$ cat src/rtl/mrd_arbiter.sv
// Shares the bus read master between the IC and DC refill requesters.
// Define MRD_RR_ARB_EN for round-robin arbitration; default is DC priority.
module mrd_arbiter #(
    parameter int AWIDTH = 32
) (
    input  logic              clk,
    input  logic              rst,
    input  logic              rst_pipe,
    input  logic              icr_start_rq,
    input  logic [AWIDTH-1:0] ic_rin_addr,
    output logic              ic_rdat_m_valid,
    output logic              ic_finish_mrd,
    input  logic              dcr_start_rq,
    input  logic [AWIDTH-1:0] dc_rin_addr,
    output logic              dc_rdat_m_valid,
    output logic              dc_finish_mrd,
    output logic              rd_start_rq,
    output logic [AWIDTH-1:0] rd_in_addr,
    input  logic              rdat_m_valid,
    input  logic              finish_mrd,
    output logic              mrd_gnt_dc,
    output logic              mrd_busy
);

    typedef enum logic [2:0] {
        IDLE,
        IC_ISS,
        IC_WAIT,
        DC_ISS,
        DC_WAIT
    } state_t;

    state_t            state;
    state_t            state_nx;
    logic              ic_pend;
    logic              dc_pend;
    logic              drop;
    logic [AWIDTH-1:0] ic_addr;
    logic [AWIDTH-1:0] dc_addr;
    logic [AWIDTH-1:0] addr_q;
    logic              ic_req;
    logic              pick_dc;
    logic              ic_enter;
    logic              dc_enter;
    logic              ic_gnt;

    // A pipeline flush in the same cycle must not let a stale IC request win
    assign ic_req = ic_pend & ~rst_pipe;

`ifdef MRD_RR_ARB_EN
    logic last_dc;

    assign pick_dc = dc_pend & (~ic_req | ~last_dc);

    always_ff @(posedge clk) begin
        if (rst) begin
            last_dc <= 1'b0;
        end else if (ic_enter) begin
            last_dc <= 1'b0;
        end else if (dc_enter) begin
            last_dc <= 1'b1;
        end
    end
`else
    assign pick_dc = dc_pend;
`endif

    always_comb begin
        state_nx = state;
        unique case (state)
            IDLE: begin
                if (pick_dc) begin
                    state_nx = DC_ISS;
                end else if (ic_req) begin
                    state_nx = IC_ISS;
                end
            end
            IC_ISS:  state_nx = IC_WAIT;
            IC_WAIT: if (finish_mrd) state_nx = IDLE;
            DC_ISS:  state_nx = DC_WAIT;
            DC_WAIT: if (finish_mrd) state_nx = IDLE;
            default: state_nx = IDLE;
        endcase
    end

    assign ic_enter = (state == IDLE) && (state_nx == IC_ISS);
    assign dc_enter = (state == IDLE) && (state_nx == DC_ISS);

    always_ff @(posedge clk) begin
        if (rst) begin
            state   <= IDLE;
            ic_pend <= 1'b0;
            dc_pend <= 1'b0;
            drop    <= 1'b0;
            ic_addr <= '0;
            dc_addr <= '0;
            addr_q  <= '0;
        end else begin
            state <= state_nx;
            if (rst_pipe) begin
                ic_pend <= 1'b0;
            end else if (icr_start_rq) begin
                ic_pend <= 1'b1;
                ic_addr <= ic_rin_addr;
            end else if (ic_enter) begin
                ic_pend <= 1'b0;
            end
            if (dcr_start_rq) begin
                dc_pend <= 1'b1;
                dc_addr <= dc_rin_addr;
            end else if (dc_enter) begin
                dc_pend <= 1'b0;
            end
            if (ic_enter) begin
                addr_q <= ic_addr;
            end else if (dc_enter) begin
                addr_q <= dc_addr;
            end
            if (state_nx == IDLE) begin
                drop <= 1'b0;
            end else if (rst_pipe && ic_gnt) begin
                drop <= 1'b1;
            end
        end
    end

    assign ic_gnt     = (state == IC_ISS) || (state == IC_WAIT);
    assign mrd_gnt_dc = (state == DC_ISS) || (state == DC_WAIT);
    assign mrd_busy   = (state != IDLE);
    assign rd_start_rq = (state == IC_ISS) || (state == DC_ISS);
    assign rd_in_addr = addr_q;

    assign dc_rdat_m_valid = rdat_m_valid & mrd_gnt_dc;
    assign dc_finish_mrd   = finish_mrd & mrd_gnt_dc;
    assign ic_rdat_m_valid = rdat_m_valid & ic_gnt & ~drop & ~rst_pipe;
    assign ic_finish_mrd   = finish_mrd & ic_gnt & ~drop & ~rst_pipe;

endmodule

$ cat config.mk
export PLATFORM = sky130hd
export DESIGN_NAME = mrd_arbiter
export DESIGN_NICKNAME = d
export VERILOG_FILES = /design/src/rtl/mrd_arbiter.sv
export SDC_FILE = /design/constraint.sdc
export NUM_CORES = 1
export LEC_CHECK = 0
export ABC_CLOCK_PERIOD_IN_PS = 3200
export BUFFER_PORTS_ARGS = -buffer_cell sky130_fd_sc_hd__clkbuf_2
export CORE_ASPECT_RATIO = 1.4
export CORE_MARGIN = 1
export CORE_UTILIZATION = 40
export CTS_BUF_LIST = sky130_fd_sc_hd__clkbuf_8 sky130_fd_sc_hd__clkbuf_16
export CTS_CLUSTER_DIAMETER = 80
export CTS_CLUSTER_SIZE = 40
export DETAILED_ROUTE_END_ITERATION = 10
export PLACE_DENSITY = 0.62
export RECOVER_POWER = 50
export SLEW_MARGIN = 20
export SYNTH_ARGS = -nofsm -noshare
export SYNTH_HDL_FRONTEND = slang
export SYNTH_SLANG_ARGS = --single-unit
$ cat constraint.sdc
create_clock -name clk -period 3.2 [get_ports clk]
set_input_delay 0.16 -clock clk [delete_from_list [all_inputs] [get_ports clk]]
set_output_delay 0.16 -clock clk [all_outputs]
set_load 0.01 [all_outputs]
After elaboration in Yosys (flattened, before gate mapping)
Cells that the tools add are included.
{"block": "word_totals", "ram_bits": 0, "in_bits": 71, "output_inout_bits": 39, "romBits": 0, "memories": 0, "latchBits": 0, "regBits": 102, "word_cells": 50}
{"block": "classes", "n_eq_ne": 6, "addsub": 0, "n_mux": 10, "n_lt_le_gt_ge": 0, "bitwise_logic": 11, "n_mul": 0, "reduce_logical": 16, "div_mod_pow": 0, "n_shift": 0}
{"op": "$mux 32", "count": 2}
{"op": "$pmux 3 s4", "count": 1}
{"op": "$and 1x1->1", "count": 9}
{"op": "$eq 3x2->1 const B", "count": 3}
{"op": "$mux 3", "count": 3}
{"op": "$eq 3x1->1 const B", "count": 2}
{"op": "$logic_not 3->1", "count": 2}
{"op": "$reduce_bool 2->1", "count": 3}
{"op": "$reduce_or 2->1", "count": 3}
{"op": "$mux 1", "count": 4}
{"op": "$eq 3x3->1 const B", "count": 1}
{"op": "$logic_and 1x1->1", "count": 3}
{"op": "$logic_or 1x1->1", "count": 3}
{"op": "$reduce_bool 3->1", "count": 1}
{"op": "$not 1->1", "count": 2}
{"op": "$reduce_and 2->1", "count": 1}

Depth between registers and ports, before layout
{"block": "logic_depth", "depth_word": 9, "depth_mapped": 6, "mapped_depth_nobuf": 4}

Least setup slack after synthesis
OpenSTA, ideal clock, no wires.
{"block": "synth_timing", "path_type": "register to register", "start": "reg state[0]", "end": "reg addr_q[3], in the netlist rd_in_addr[3]", "setup_time_ns": 0.142, "slack_ns": 1.610, "path_stages_with_launch": 6, "synth_period_minus_slack_ns": 1.590, "t_arrival_ns": 1.447, "n_path_buf": 2, "required_ns": 3.058, "cell_sequence": "dfxtp_1 -> or3_4 -> o21ba_1 -> buf_6 -> buf_2 -> a311oi_2"}
{"block": "synth_between", "elab_chain_len": 6, "word_cells_on_any_way": 16, "classes_between": "eq/ne: 6; mux: 5; reduce/logical: 5"}
{"item": "from (decl)", "line": "33", "text": "state_t state;"}
{"item": "from (signal assigned)", "line": "99", "text": "state <= state_nx;"}
{"item": "$eq 3x2->1 (tied with other cells)", "line": "70", "text": "unique case (state)"}
{"item": "$reduce_or 2->1 (no line) or $mux 3 (tied branches)"}
{"item": "$pmux 3 s4", "line": "70"}
{"item": "$eq 3x1->1 or $eq 3x2->1 (tied branches)", "line": "86, 87"}
{"item": "$logic_and 1x1->1 (on tied branches)", "line": "86, 87"}
{"item": "$mux 32 or $reduce_bool 2->1 (tied branches)"}
{"item": "to (signal assigned)", "line": "115", "text": "addr_q <= ic_addr;"}
{"item": "to (signal assigned)", "line": "117", "text": "addr_q <= dc_addr;"}
{"item": "to (decl)", "line": "40", "text": "logic [AWIDTH-1:0] addr_q;"}
Several ways; a longest one is shown, not always the timed one.
A chain may end at the register's enable or synchronous reset.

==> results.tsv <==
metric	value	unit
Clk pin slew, worst setup/hold paths	60	ps
Slew Limit Fails	63	
Antenna Nets Post-Route	0	
Clock Latency Late Sink	340	ps
final count of hold timing violations	0	
Final setup viols	0	
DR pass1 iterations	4	
Core Box Area	0.00990	mm²
Largest delay share family, worst path	buffers and inverters	
CTS tree	yes	
Fillers	1031	
Post-CTS Resized	0	
first-pass GRT wire length	14800	µm
crit-path max cell delay	1530	ps
PwrDens	587	mW/mm²
Crit. Startpoint	dcr_start_rq	
Setup crit end kind	register	
Slew @ Worst Pin	2180	ps
total CTS buffers	9	
aggregate routed wire length	9320	µm
Max clock buf depth	2	
Worst Path Buf+Inv	2	
MaxCap Viol Count	2	
row count	43	
kind of critical path	in2reg	
I/O pin count	110	
crit path to	dc_addr[12]$_SDFFE_PP0P_	
GPL Wtd Cong	0.762	
global route overflow	0	
HPWL Detailed	6160	µm
postcts setup bufs	0	
Crit-path slowest cell	clkbuf_1	
Net Count, Synth	529	
Diodes inserted	0	
status	finished with violations	
crit path DAT	2360	ps
Die ar.	0.0106	mm²
vias	3360	
clock root cell	clkbuf_16	
Hold Crit Class	in2reg	
worst vdd ir	0.267	mV
reg2reg end	rd_in_addr[25]$_SDFFE_PP0P_	
gate count after technology mapping	458	
CTS Sinks	102	
most frequent cells in the layout	130 x nand2_1, 102 x dfxtp_1, 74 x clkbuf_2	
Post-layout nets	619	
unrepaired setup endpoints after global routing	false	
final clock skew	4.65	ps
drt first-iter violations	186	
RR Startpoint	state[1]$_SDFF_PP0_	
critical-path cell list	clkbuf_1, buf_4, mux2i_1, nor2_1	
reg2reg setup slack	1050	ps
Setup TNS	0	ps
Worst Reg-to-Reg Cells	5	
gr usage total	0.183	
commonest non-fill, non-tap cell in the layout	nand2_1	
Die Wd	87.3	µm
vias per cell	4.88	
H-tree Lvls	3	
Startpoint Class	input port	
Hold Slack	36.5	ps
Rel. slew slack	-0.456	
Initial Util	0.412	
Die Ht	121	µm
final critical-path required period	2160	ps
failing checks	max-capacitance violations, max-slew violations	
fraction of layout cells with a size suffix above 1	0.228	
Worst path depth	4	
Netlist cell types	26	
crit-path max FO	28	
Req. time, crit path	3400	ps
synthesized flop and latch total	102	
syn avg cell area	8.90	µm²
largest net degree at the start of global routing	103	
WL/cell	13.5	µm
Tcrit/Tclk final	0.674	
Max Fclk	463	MHz
hold_buf cts	0	
leakage power	0.00195	µW
input/output buffers	109	
initial antenna violation count	0	
Cell Area, Synth	0.00408	mm²
number of global-route vias before repair	3029	
yosys warns	0	
area grow syn2layout	20.4	%
Residual DRC	0	
register area share after synthesis	0.501	
[worst min-delay path by stage]
stage	slack (ps)	cells after the start	startpoint	to
global placement	390	3	ic_rin_addr[26]	ic_addr[26]$_SDFFE_PP0P_
detailed placement	390	3	ic_rin_addr[29]	ic_addr[29]$_SDFFE_PP0P_
finish	40	3	ic_rin_addr[19]	ic_addr[19]$_SDFFE_PP0P_
global route	40	3	ic_rin_addr[14]	ic_addr[14]$_SDFFE_PP0P_
floorplan	300	2	ic_rin_addr[0]	ic_addr[0]$_SDFFE_PP0P_
CTS	30	3	ic_rin_addr[29]	ic_addr[29]$_SDFFE_PP0P_
[cell families after synthesis]
kind of cell / share of synthesized area
AND/OR/NAND/NOR: 0.203
flip-flops: 0.501
AO/OA/AOI/OAI: 0.171
buffers and inverters: 0.0454
multiplexers: 0.0786
XOR/XNOR: 0.00215
[worst reg2reg max path: cells and delay by family (launching register included)]
family / cells / cell delay [ps]
flip-flops: 1 / 400
AND/OR/NAND/NOR: 2 / 470
buffers and inverters: 1 / 350
AO/OA/AOI/OAI: 2 / 850
[cell usage after synthesis, drive strengths merged]
| master | instances | area [µm²] |
|---|---|---|
| a21oi | 35 | 175 |
| nand2b | 1 | 6.26 |
| and2 | 2 | 12.5 |
| o21ai | 2 | 13.8 |
| clkbuf | 23 | 86.3 |
| and3 | 2 | 12.5 |
| inv | 1 | 3.75 |
| xnor2 | 1 | 8.76 |
| o21a | 2 | 15.0 |
| mux2i | 32 | 320 |
| o21bai | 1 | 7.51 |
| nand2 | 130 | 488 |
| nor2b | 3 | 18.8 |
| nor2 | 70 | 263 |
| nor3b | 1 | 7.51 |
| dfxtp | 102 | 2040 |
| buf | 13 | 95.1 |
| a311oi | 33 | 464 |
| or3 | 2 | 17.5 |
| o21ba | 2 | 20.0 |
[stage by stage]
stage               area [µm²]  power, µW  utilization  std cells  setup slack [ps]
floorplan                 4080       1730            -        458              1610
global placement          4670       1870        0.471        672              1130
detailed placement        4670       1880        0.471        672              1060
CTS                       4950       2920        0.500        688              1030
global route              4910       3010        0.496        688               821
finish                    4910       2880        0.496        688              1040
[sequential cells by signal, summed over array words and instances, names as in the netlist]
register	count
dc_addr	32
ic_addr	32
rd_in_addr	32
state	3
dc_pend	1
drop	1
ic_pend	1
[metal layers]
metal / GRT usage / wire length (µm)
met1: 0.229 / 4080
met2: 0.302 / 4660
met3: 0.0313 / 378
met4: 0.0891 / 206
met5: 0 / 0
[where the power goes]
part | internal (µW) | switching (µW) | leakage [µW]
Clock | 595 | 447 | 0.000149
Sequential | 1360 | 50.3 | 0.000838
Combinational | 171 | 258 | 0.000958
Total | 2120 | 756 | 0.00195
[area by class of cell]
type | count | area [µm²] | area share
multi-input cells | 319 | 1860 | 0.379
repair buffers | 115 | 551 | 0.112
inverters | 1 | 3.75 | 0.000765
flip-flops and latches | 102 | 2040 | 0.416
clock inverters | 7 | 58.8 | 0.0120
clock buffers | 9 | 225 | 0.0459
well taps | 135 | 169 | 0.0344
Power figures use the tool's default switching activity.
